File: config.mk
export PLATFORM = sky130hd
export DESIGN_NAME = abejaruco
export DESIGN_NICKNAME = d
export VERILOG_FILES = /design/src/rtl/abejaruco_pkg.sv /design/src/rtl/abejaruco_cache.sv /design/src/rtl/abejaruco_control_unit.sv /design/src/rtl/abejaruco_memory.sv /design/src/rtl/abejaruco.sv
export SDC_FILE = /design/constraint.sdc
export NUM_CORES = 1
export LEC_CHECK = 0
export CORE_MARGIN = 3
export CORE_UTILIZATION = 56
export DETAILED_ROUTE_END_ITERATION = 7
export HOLD_SLACK_MARGIN = 0.1
export PLACE_DENSITY_LB_ADDON = 0.2
export SLEW_MARGIN = 30
export SYNTH_ARGS = -nofsm -noshare
export SYNTH_HDL_FRONTEND = slang
export SYNTH_SLANG_ARGS = --single-unit
File: constraint.sdc
create_clock -name clk -period 2.8 [get_ports clk]
set_clock_uncertainty 0.1 [all_clocks]
set_input_delay 0.28 -clock clk [delete_from_list [all_inputs] [get_ports clk]]
set_output_delay 0.28 -clock clk [all_outputs]
set_load 0.005 [all_outputs]
File: src/rtl/abejaruco_pkg.sv
// abejaruco_pkg: shared sizes, opcodes, ALU op classes, cache FSM states and boot image.
package abejaruco_pkg;
    localparam int WORD_WIDTH      = 32;
    localparam int CACHE_LINE_SIZE = 128;
    localparam int NUM_CACHE_LINES = 4;
    localparam int MEMORY_LATENCY  = 5;
    localparam int MEMORY_WORDS    = 4096;
    localparam int WADDR_W = $clog2(MEMORY_WORDS);
    localparam int PC_W    = WADDR_W + 2;
    localparam int WSEL_W  = $clog2(CACHE_LINE_SIZE / WORD_WIDTH);
    localparam int IDX_W   = $clog2(NUM_CACHE_LINES);
    localparam int LINE_W  = WADDR_W - WSEL_W;
    localparam int TAG_W   = LINE_W - IDX_W;
    localparam int CNT_W   = $clog2(MEMORY_LATENCY + 1);
    localparam logic [6:0] OP_RTYPE  = 7'b0110011;
    localparam logic [6:0] OP_BRANCH = 7'b1100011;
    localparam logic [6:0] OP_LOAD   = 7'b0000011;
    localparam logic [6:0] OP_STORE  = 7'b0100011;
    typedef enum logic [1:0] {ALU_ADD_LS = 2'b00, ALU_BRANCH = 2'b01, ALU_FUNCT = 2'b10} alu_op_t;
    typedef enum logic [1:0] {C_IDLE, C_WAIT, C_FILL} cache_state_t;
    // Boot image: word0 = add-style R-type, word1 = 0x4, everything else zero.
    function automatic logic [WORD_WIDTH-1:0] rom_word(input logic [WADDR_W-1:0] a);
        return a == '0 ? 32'h0000_0033 : a == WADDR_W'(1) ? 32'h0000_0004 : '0;
    endfunction
endpackage

File: src/rtl/abejaruco_cache.sv
// abejaruco_cache: direct-mapped instruction cache with a single outstanding miss.
//   clk, reset    : clock, async active-low reset (clears valid bits and aborts a fill)
//   i_waddr       : word address of the fetch (PC >> 2)
//   i_fill_valid  : memory line return strobe
//   i_fill_line   : returned line
//   o_data        : selected word on a hit, 0 on a miss
//   o_hit         : access hits
//   o_req         : issue a line request this cycle
//   o_req_line    : line address of the request
module abejaruco_cache
    import abejaruco_pkg::*;
(
    input  logic                       clk,
    input  logic                       reset,
    input  logic [WADDR_W-1:0]         i_waddr,
    input  logic                       i_fill_valid,
    input  logic [CACHE_LINE_SIZE-1:0] i_fill_line,
    output logic [WORD_WIDTH-1:0]      o_data,
    output logic                       o_hit,
    output logic                       o_req,
    output logic [LINE_W-1:0]          o_req_line
);
    cache_state_t               r_state, w_next;
    logic [NUM_CACHE_LINES-1:0] r_valid;
    logic [TAG_W-1:0]           r_tag  [NUM_CACHE_LINES];
    logic [CACHE_LINE_SIZE-1:0] r_line [NUM_CACHE_LINES];
    logic [IDX_W-1:0]           w_idx;
    logic [TAG_W-1:0]           w_tag;
    logic [WSEL_W-1:0]          w_wsel;
    logic [CACHE_LINE_SIZE-1:0] w_line;
    logic                       w_fill;

    assign w_idx      = i_waddr[WSEL_W +: IDX_W];
    assign w_tag      = i_waddr[WADDR_W-1 -: TAG_W];
    assign w_wsel     = i_waddr[WSEL_W-1:0];
    assign o_req_line = i_waddr[WADDR_W-1:WSEL_W];
    assign w_line     = r_line[w_idx];
    assign o_hit      = r_valid[w_idx] && r_tag[w_idx] == w_tag;
    assign o_data     = o_hit ? w_line[w_wsel*WORD_WIDTH +: WORD_WIDTH] : '0;

    always_ff @(posedge clk or negedge reset) begin
        if (!reset) r_state <= C_IDLE;
        else        r_state <= w_next;
    end

    always_comb begin
        w_next = r_state == C_IDLE ? (o_hit ? C_IDLE : C_WAIT) :
                 r_state == C_WAIT ? (i_fill_valid ? C_FILL : C_WAIT) : C_IDLE;
    end

    always_comb begin
        o_req  = r_state == C_IDLE && !o_hit;
        w_fill = r_state == C_WAIT && i_fill_valid;
    end

    always_ff @(posedge clk or negedge reset) begin
        if (!reset)      r_valid <= '0;
        else if (w_fill) r_valid[w_idx] <= 1'b1;
    end

    // The PC is frozen for the whole miss, so the current index/tag still name the line being filled.
    always_ff @(posedge clk) begin
        if (w_fill) begin
            r_tag[w_idx]  <= w_tag;
            r_line[w_idx] <= i_fill_line;
        end
    end
endmodule

File: src/rtl/abejaruco_control_unit.sv
// abejaruco_control_unit: combinational decode of the IF/ID opcode into an ALU op class.
//   i_opcode [6:0] : instruction opcode field
//   o_alu_op [1:0] : 10 R-type, 01 branch, 00 everything else
module abejaruco_control_unit
    import abejaruco_pkg::*;
(
    input  logic [6:0] i_opcode,
    output logic [1:0] o_alu_op
);
    always_comb o_alu_op = i_opcode == OP_RTYPE  ? ALU_FUNCT  :
                           i_opcode == OP_BRANCH ? ALU_BRANCH : ALU_ADD_LS;
endmodule

File: src/rtl/abejaruco_memory.sv
// abejaruco_memory: backing instruction ROM returning a whole line a fixed latency after a request.
//   clk, reset     : clock, async active-low reset (aborts an in-flight request)
//   i_req          : line request, accepted only while idle
//   i_line_addr    : line-aligned address of the request
//   o_ready        : requested line is on o_line this cycle
//   o_line         : line data, word 0 in the low bits
module abejaruco_memory
    import abejaruco_pkg::*;
(
    input  logic                       clk,
    input  logic                       reset,
    input  logic                       i_req,
    input  logic [LINE_W-1:0]          i_line_addr,
    output logic                       o_ready,
    output logic [CACHE_LINE_SIZE-1:0] o_line
);
    logic              r_busy;
    logic [CNT_W-1:0]  r_cnt;
    logic [LINE_W-1:0] r_addr;

    // Counter loads at the request edge and reaches zero MEMORY_LATENCY-1 edges later,
    // so the line is written by the cache exactly MEMORY_LATENCY edges after the request.
    always_ff @(posedge clk or negedge reset) begin
        if (!reset) begin
            r_busy <= 1'b0;
            r_cnt  <= '0;
            r_addr <= '0;
        end else if (i_req && !r_busy) begin
            r_busy <= 1'b1;
            r_cnt  <= CNT_W'(MEMORY_LATENCY - 1);
            r_addr <= i_line_addr;
        end else if (o_ready) begin
            r_busy <= 1'b0;
        end else if (r_busy) begin
            r_cnt  <= r_cnt - 1'b1;
        end
    end

    assign o_ready = r_busy && r_cnt == '0;

    always_comb begin
        o_line = '0;
        for (int w = 0; w < CACHE_LINE_SIZE / WORD_WIDTH; w++)
            o_line[w*WORD_WIDTH +: WORD_WIDTH] = rom_word({r_addr, WSEL_W'(w)});
    end
endmodule

File: src/rtl/abejaruco.sv
// abejaruco: fetch/decode bring-up top: PC, icache, backing memory, IF/ID register, control unit.
//   clk             : rising-edge clock
//   reset           : async active-low reset
//   icache_data_out : icache word at the current PC, 0 while missing
//   cu_alu_op       : ALU op class decoded from IF/ID
module abejaruco
    import abejaruco_pkg::*;
(
    input  logic                  clk,
    input  logic                  reset,
    output logic [WORD_WIDTH-1:0] icache_data_out,
    output logic [1:0]            cu_alu_op
);
    logic [PC_W-1:0]            r_pc;
    logic [WORD_WIDTH-1:0]      r_ifid;
    logic                       w_hit, w_req, w_fill_valid;
    logic [LINE_W-1:0]          w_req_line;
    logic [CACHE_LINE_SIZE-1:0] w_fill_line;
    logic                       w_unused;

    assign w_unused = ^r_ifid[WORD_WIDTH-1:7];

    // PC wraps naturally at the memory size; a miss reads as 0 so IF/ID gets a bubble.
    always_ff @(posedge clk or negedge reset) begin
        if (!reset) begin
            r_pc   <= '0;
            r_ifid <= '0;
        end else begin
            r_pc   <= w_hit ? r_pc + PC_W'(4) : r_pc;
            r_ifid <= icache_data_out;
        end
    end

    abejaruco_cache u_cache (
        .clk          (clk),
        .reset        (reset),
        .i_waddr      (r_pc[PC_W-1:2]),
        .i_fill_valid (w_fill_valid),
        .i_fill_line  (w_fill_line),
        .o_data       (icache_data_out),
        .o_hit        (w_hit),
        .o_req        (w_req),
        .o_req_line   (w_req_line)
    );

    abejaruco_memory u_memory (
        .clk         (clk),
        .reset       (reset),
        .i_req       (w_req),
        .i_line_addr (w_req_line),
        .o_ready     (w_fill_valid),
        .o_line      (w_fill_line)
    );

    abejaruco_control_unit u_cu (
        .i_opcode (r_ifid[6:0]),
        .o_alu_op (cu_alu_op)
    );
endmodule

# [Word-level counts from Yosys, hierarchy flattened]
# Memory sizes are Yosys's and may differ from the RTL's.
# Cells that the tools add are included.
[word_totals] register_bits=41 ram_bits=68 output_inout_bits=34 memories=2
[op_classes] addsub=2 n_lt_le_gt_ge=2 n_eq_ne=5 shift=1 mux=20 bitwise_logic=1 reduce_logical=14
[mem_list] name="u_cache.r_line" depth=4 width=9 rd=1 rd_ports_with_merged_regs=0 wr=1 line="abejaruco_cache.sv:26" source="logic [CACHE_LINE_SIZE-1:0] r_line [NUM_CACHE_LINES];"
[mem_list] name="u_cache.r_tag" depth=4 width=8 rd=1 rd_ports_with_merged_regs=0 wr=1 line="abejaruco_cache.sv:25" source="logic [TAG_W-1:0] r_tag [NUM_CACHE_LINES];"
[ops] operator="128-bit by 8-bit variable part select with 32-bit output" n=1
[ops] operator="32-bit 2-to-1 mux" n=1
[ops] operator="14-bit by 3-bit adder with 14-bit output (second input constant)" n=1
[ops] operator="3-bit 2-to-1 mux" n=4
[ops] operator="10-bit logical NOT" n=1
[ops] operator="8-bit == test" n=1
[ops] operator="1-bit 2-to-1 mux" n=8
[ops] operator="2-bit 2-to-1 mux" n=4
[ops] operator="7-bit by 6-bit == test with 1-bit output (second input constant)" n=1
[ops] operator="7-bit == test (second input constant)" n=1
[ops] operator="1-bit logical AND" n=6
[ops] operator="6-bit 2-to-1 mux" n=1
[ops] operator="4-bit bitwise OR" n=1
[ops] operator="2-bit nonzero test" n=2
[ops] operator="3-bit logical NOT" n=1
[ops] operator="2-bit by 3-bit less-than comparator with 1-bit output (second input constant)" n=1
[ops] operator="3-bit by 1-bit subtractor with 3-bit output (second input constant)" n=1
[ops] operator="1-bit binary-select mux with 2-bit select" n=1
[ops] operator="1-bit demux with 2-bit select" n=1
[ops] operator="2-bit by 1-bit == test with 1-bit output (second input constant)" n=1
[ops] operator="2-bit by 1-bit greater-or-equal comparator with 1-bit output (second input constant)" n=1
[ops] operator="1-bit logical NOT" n=2
[ops] operator="2-bit logical NOT" n=1
[ops] operator="2-bit by 1-bit inequality test with 1-bit output (second input constant)" n=1
[ops] operator="2-bit AND reduction" n=1

# [Depth between registers and ports, before layout]
[depth] ltp_word=8 depth_mapped=9 ltp_nobuf=7

# [By module]
# A second synthesis with hierarchy kept.
[unflattened] cells_unflattened=1127 area_unflattened_um2=23626.4
[by_module_without_submodules] mod="abejaruco_cache" instances=1 cells_per_inst=898 area_each_um2=21331.7 seq_area_each_um2=16485.8
[by_module_without_submodules] mod="abejaruco_memory" instances=1 cells_per_inst=173 area_each_um2=1559.0 seq_area_each_um2=350.3
[by_module_without_submodules] mod="abejaruco" instances=1 cells_per_inst=51 area_each_um2=705.7 seq_area_each_um2=475.5
[by_module_without_submodules] mod="abejaruco_control_unit" instances=1 cells_per_inst=5 area_each_um2=30.0 seq_area_each_um2=0.0

# [Worst setup path before layout]
# Ideal clock, no wire load.
[synth_timing] kind="reg-to-output" from="register r_pc[5]" to="output icache_data_out[1]" arrival_time_ps=2116 required_time_ps=2420 path_slack_ps=304 path_stages_with_launch=9 path_buffers=2 cell_sequence="dfrtp_1 buf_6 mux2i_1 xnor2_1 or4_4 o21ai_4 nand2_1 nor3b_1 buf_4"
[synth_via] elab_chain_cells=4 elab_cells_between_ends=8 cone_classes="eq/ne: 1; shift: 1; mux: 3; reduce/logical: 1; memory: 2"
[synth_lines] item="from (decl)" line="abejaruco.sv:14" source="logic [PC_W-1:0] r_pc;"
[synth_lines] item="from (signal assigned)" line="abejaruco.sv:29" source="r_pc <= w_hit ? r_pc + PC_W'(4) : r_pc;"
[synth_lines] item="parallel branches: the longest is 3 deep, another holds memory read 4 x 9 bit"
[synth_lines] item="32-bit 2-to-1 mux *" line="abejaruco_cache.sv:39" source="assign o_data = o_hit ? w_line[w_wsel*WORD_WIDTH +: WORD_WIDTH] : '0;"
[synth_lines] item="to (decl)" line="abejaruco.sv:11" source="output logic [WORD_WIDTH-1:0] icache_data_out,"
# Every way passes the cells marked *. The select of a mux whose other input is x is not followed.

# [Final worst setup path]
# Ends and elaborated chain as after synthesis.

==> impl.org <==
** Outcome
- Status :: complete, no violations

** Die
- Row generation in the floorplan step produced 27 rows.
- The initial utilization of the core area, before any placement, comes to 58.7%.
- Core region area :: 5610 um^2
- Ports :: 36
- Width of the die :: 82.7 um
- Die Span Y :: 82.7 um
- The die covers 6840 um^2.

** Global routing
- Global Route Usage Sum :: 17.9%
- Wire length of the first global-routing pass :: 8490 um
- Number of antenna violations at the first check in global routing :: 0
- For this run the aggregate overflow at the end of global routing stands at 0.
- Number of global-route vias before repair :: 1718
- Pin count of the biggest net entering global routing :: 35

** Worst setup path
- Worst-case reg-to-reg path depth :: 11
- STA puts the critical path data arrival time at 2.41 ns.
- In this run the register-to-register setup slack is 0.11 ns.
- Critical setup path kind :: register to output pin
- Required time reported for the critical path endpoint :: 2.42 ns
- Along the worst path, the maximum fanout reaches 8.
- R2r startpoint :: r_pc[5]
- R2R Path End :: u_memory.r_addr[1]
- The most critical setup path has its startpoint at r_pc[5].
- STA classifies the critical path startpoint as a register.
- Last element of the critical path :: icache_data_out[1]
- Capturing element type of the critical path :: output pin

** Finish
- The number of antenna diodes in the final layout is 0.
- Relative to the synthesized area, the layout overhead comes to 11.3%.
- The post-route netlist has 25.5% of its cells at a drive strength greater than 1.
- Multi-input combinational cell area :: 1160 um^2
- Post-Layout Cell Count :: 346
- Fill cell count :: 402
- Summing all non-filler instances in the final layout gives an area of 3660 um^2.
- Final-stage net count :: 274
- Summing all flip-flop and latch instances after layout gives 1930 um^2.

** Timing
- The worst path uses 99.6% of the clock period.
- Setup repair after global routing could not meet its margin everywhere.
- Setup violations remaining at the end of the flow were counted as 0.
- Count of final hold-check violations :: 0
- After routing, the total negative slack on setup checks comes to 0 ns.
- Based on the critical path, the design can be clocked at up to 0.358 GHz.
- The final-report max-slew violation count is 0.
- The worst path meets setup with 0.0101 ns of slack.
- Slew headroom :: 64.6%
- The worst path needs 2.79 ns of the cycle, external delays included.
- At the pin with the least slew margin, the transition time is 0.526 ns.

** Clocking
- TritonCTS clock tree :: yes
- H-Tree Depth :: 3
- Clock-pin slew was measured on the worst setup and hold paths at 0.07 ns.
- The clock drives 70 sinks.
- Maximum number of buffers from clock root to sink :: 2
- In this run the clock root is driven by a clkbuf_8.
- Clock latency on the worst-skew pair, taken at its later pin, is 0.34 ns.
- Total CTS buffers :: 9

** Placement
- Routability-driven placement finished with a final weighted congestion of 0.795.
- Prior to clock tree synthesis, the placed netlist has a worst setup slack of 0.0489 ns.
- The HPWL after detailed placement is 3600 um.
- In this run, placement finished with an instance count of 322.
- Number of buffers added on ports :: 7
- In this run the cell area measured after placement is 3400 um^2.

** Yosys
- The top cell type by area accounts for 32.8% of the synthesized area.
- Post-synthesis instance area :: 3290 um^2
- After synthesis, the share of flip-flops with an asynchronous set or reset is 48.6%.
- Ranking of synthesized cells by area :: edfxtp_1 (33%), dfrtp_1 (26%), buf_4 (7.3%)
- The largest total area in the synthesized netlist belongs to edfxtp_1.
- After synthesis the netlist holds a flip-flop and latch count of 70.
- Cells after synthesis :: 240
- A synthesized cell averages 13.7 um^2.
- Portion of the post-synthesis area used by sequential elements :: 58.7%
- Count of flip-flops with a built-in enable after synthesis :: 36
- Top FF cell, synth :: edfxtp_1
- Synth warn :: 0
- Synth unique cells :: 40

** Routing
- Total DRC errors in the routed layout :: 0
- Routed wire per std cell :: 15.9 um
- Post-DR vias/cell :: 5.07
- Iteration-0 DRC count of the detailed router :: 94
- Number of vias in the routed layout :: 1754
- The routed design has 5500 um of wire.
- Antenna violation net count after detailed routing :: 0
- The first TritonRoute pass finished after 4 iterations.

** Power and ir drop
- Dividing total power by cell area gives a power density of 500 nW/um^2.
- Static Leakage :: 1.51 nW
- Worst supply voltage drop on vdd :: 0.320 mV

** Worst hold path
- The tightest min-delay check is of the primary input to asynchronous set/reset pin type.

** Run
- Number of max-cap violations :: 0
## routing by layer
layer	vias to the layer above	wire length (um)	global-route usage (%)	part of all wire, %
met3	7	386	7.38	7.0
met1	850	2390	22.8	43
met2	58	2650	27.0	48
met5	-	0	0	0
li1	839	-	-	-
met4	0	81	7.68	1.5
## cells in the mapped netlist, types with 3 or more instances
master    count
mux2_4        6
clkbuf_1      5
nand3_1       9
nand4_1       6
or2_2         4
dfrtp_1      34
xnor2_1      17
nand2_1       4
ha_1          3
nor3b_1       3
nor2_1        3
and3_1        7
xor2_1       13
nor2b_1       5
mux2i_1      14
mux2_2        5
buf_4        32
inv_1         4
nand2b_1      4
edfxtp_1     36
## sequential cells by signal, indices dropped and copies added, names as in the netlist
signal,flops
u_cache.r_tag,32
r_pc,12
u_memory.r_addr,10
u_cache.r_line,4
u_cache.r_valid,4
u_memory.r_cnt,3
r_ifid,2
u_cache.r_state,2
u_memory.r_busy,1
## final cells by class
cell class	instances	area share, %
clock inverter	1	0.137
inverter	4	0.410
multi-input combinational	150	31.5
clock buffer	15	4.81
timing repair buffer	34	7.89
sequential	70	52.7
tap	72	2.46
## timing repair
action                                  4_1_cts  5_1_grt
pin swaps                                     6        3
buffers inserted                              5        3
hold buffers                                  0        0
resized for setup                            17       12
endpoints found under the setup margin        5        5
## power by group
group	total (W)	switching, W	internal (W)
clock	0.000736	0.000342	0.000394
combinational	0.0000207	0.0000185	0.00000213
sequential	0.00107	0	0.00107
## worst max-delay path: stages, from the launching register on
cell and delay, ns:
dfrtp_2 0.42, buf_8 0.16, mux2i_1 0.25, xor2_1 0.20, nand4_1 0.12, o22ai_2 0.21, buf_4 0.15, nand2_4 0.05
nor3b_2 0.17, buf_4 0.15, buf_6 0.09, buf_6 0.08
## cells by family (layout without fill, tap and decap cells)
group,after synthesis,after routing,synth area share (%)
AOI/OAI and AO/OA,9,9,2.93
xor gates and xnor gates,30,30,7.98
adders and majority gates,3,3,1.14
buffers and inverters,47,54,9.92
DFF,70,70,58.7
muxes,26,26,9.38
other,1,28,0.114
and+or+nand+nor,54,54,9.88
## cells in the final DEF, fill, tap and decap left out, drive strengths merged, types with 5 or more instances in the layout
cell type and instances:
mux2i 14, and3 7, xnor2 17, xor2 13
nand3 9, mux2 11, nand4 6, conb 28
clkbuf 19, dfrtp 34, edfxtp 36, nor2b 5
buf 28
## worst min path at each step
stage / startpoint / to / slack (ns) / cells past startpoint
after CTS: reset / r_pc[5] / 0.25 / 2
final: reset / r_pc[5] / 0.24 / 2
after global routing: reset / r_pc[5] / 0.28 / 2
after global placement: u_cache.r_valid[0] / u_cache.r_valid[0] / 0.35 / 1
after detailed placement: u_cache.r_valid[1] / u_cache.r_valid[1] / 0.35 / 1
after floorplan: reset / r_ifid[2] / -0.12 / 0
## through the flow
| stage | hold slack (ns) | total power [W] | util (%) |
|---|---|---|---|
| after detailed placement | 0.348 | 0.00112 | 60.6 |
| after floorplan | -0.116 | 0.00113 | - |
| after global routing | 0.284 | 0.00190 | 65.4 |
| final | 0.240 | 0.00183 | 65.4 |
| after CTS | 0.250 | 0.00185 | 65.1 |
| after global placement | 0.346 | 0.00112 | 60.6 |
(Power assumes the default switching activity.)
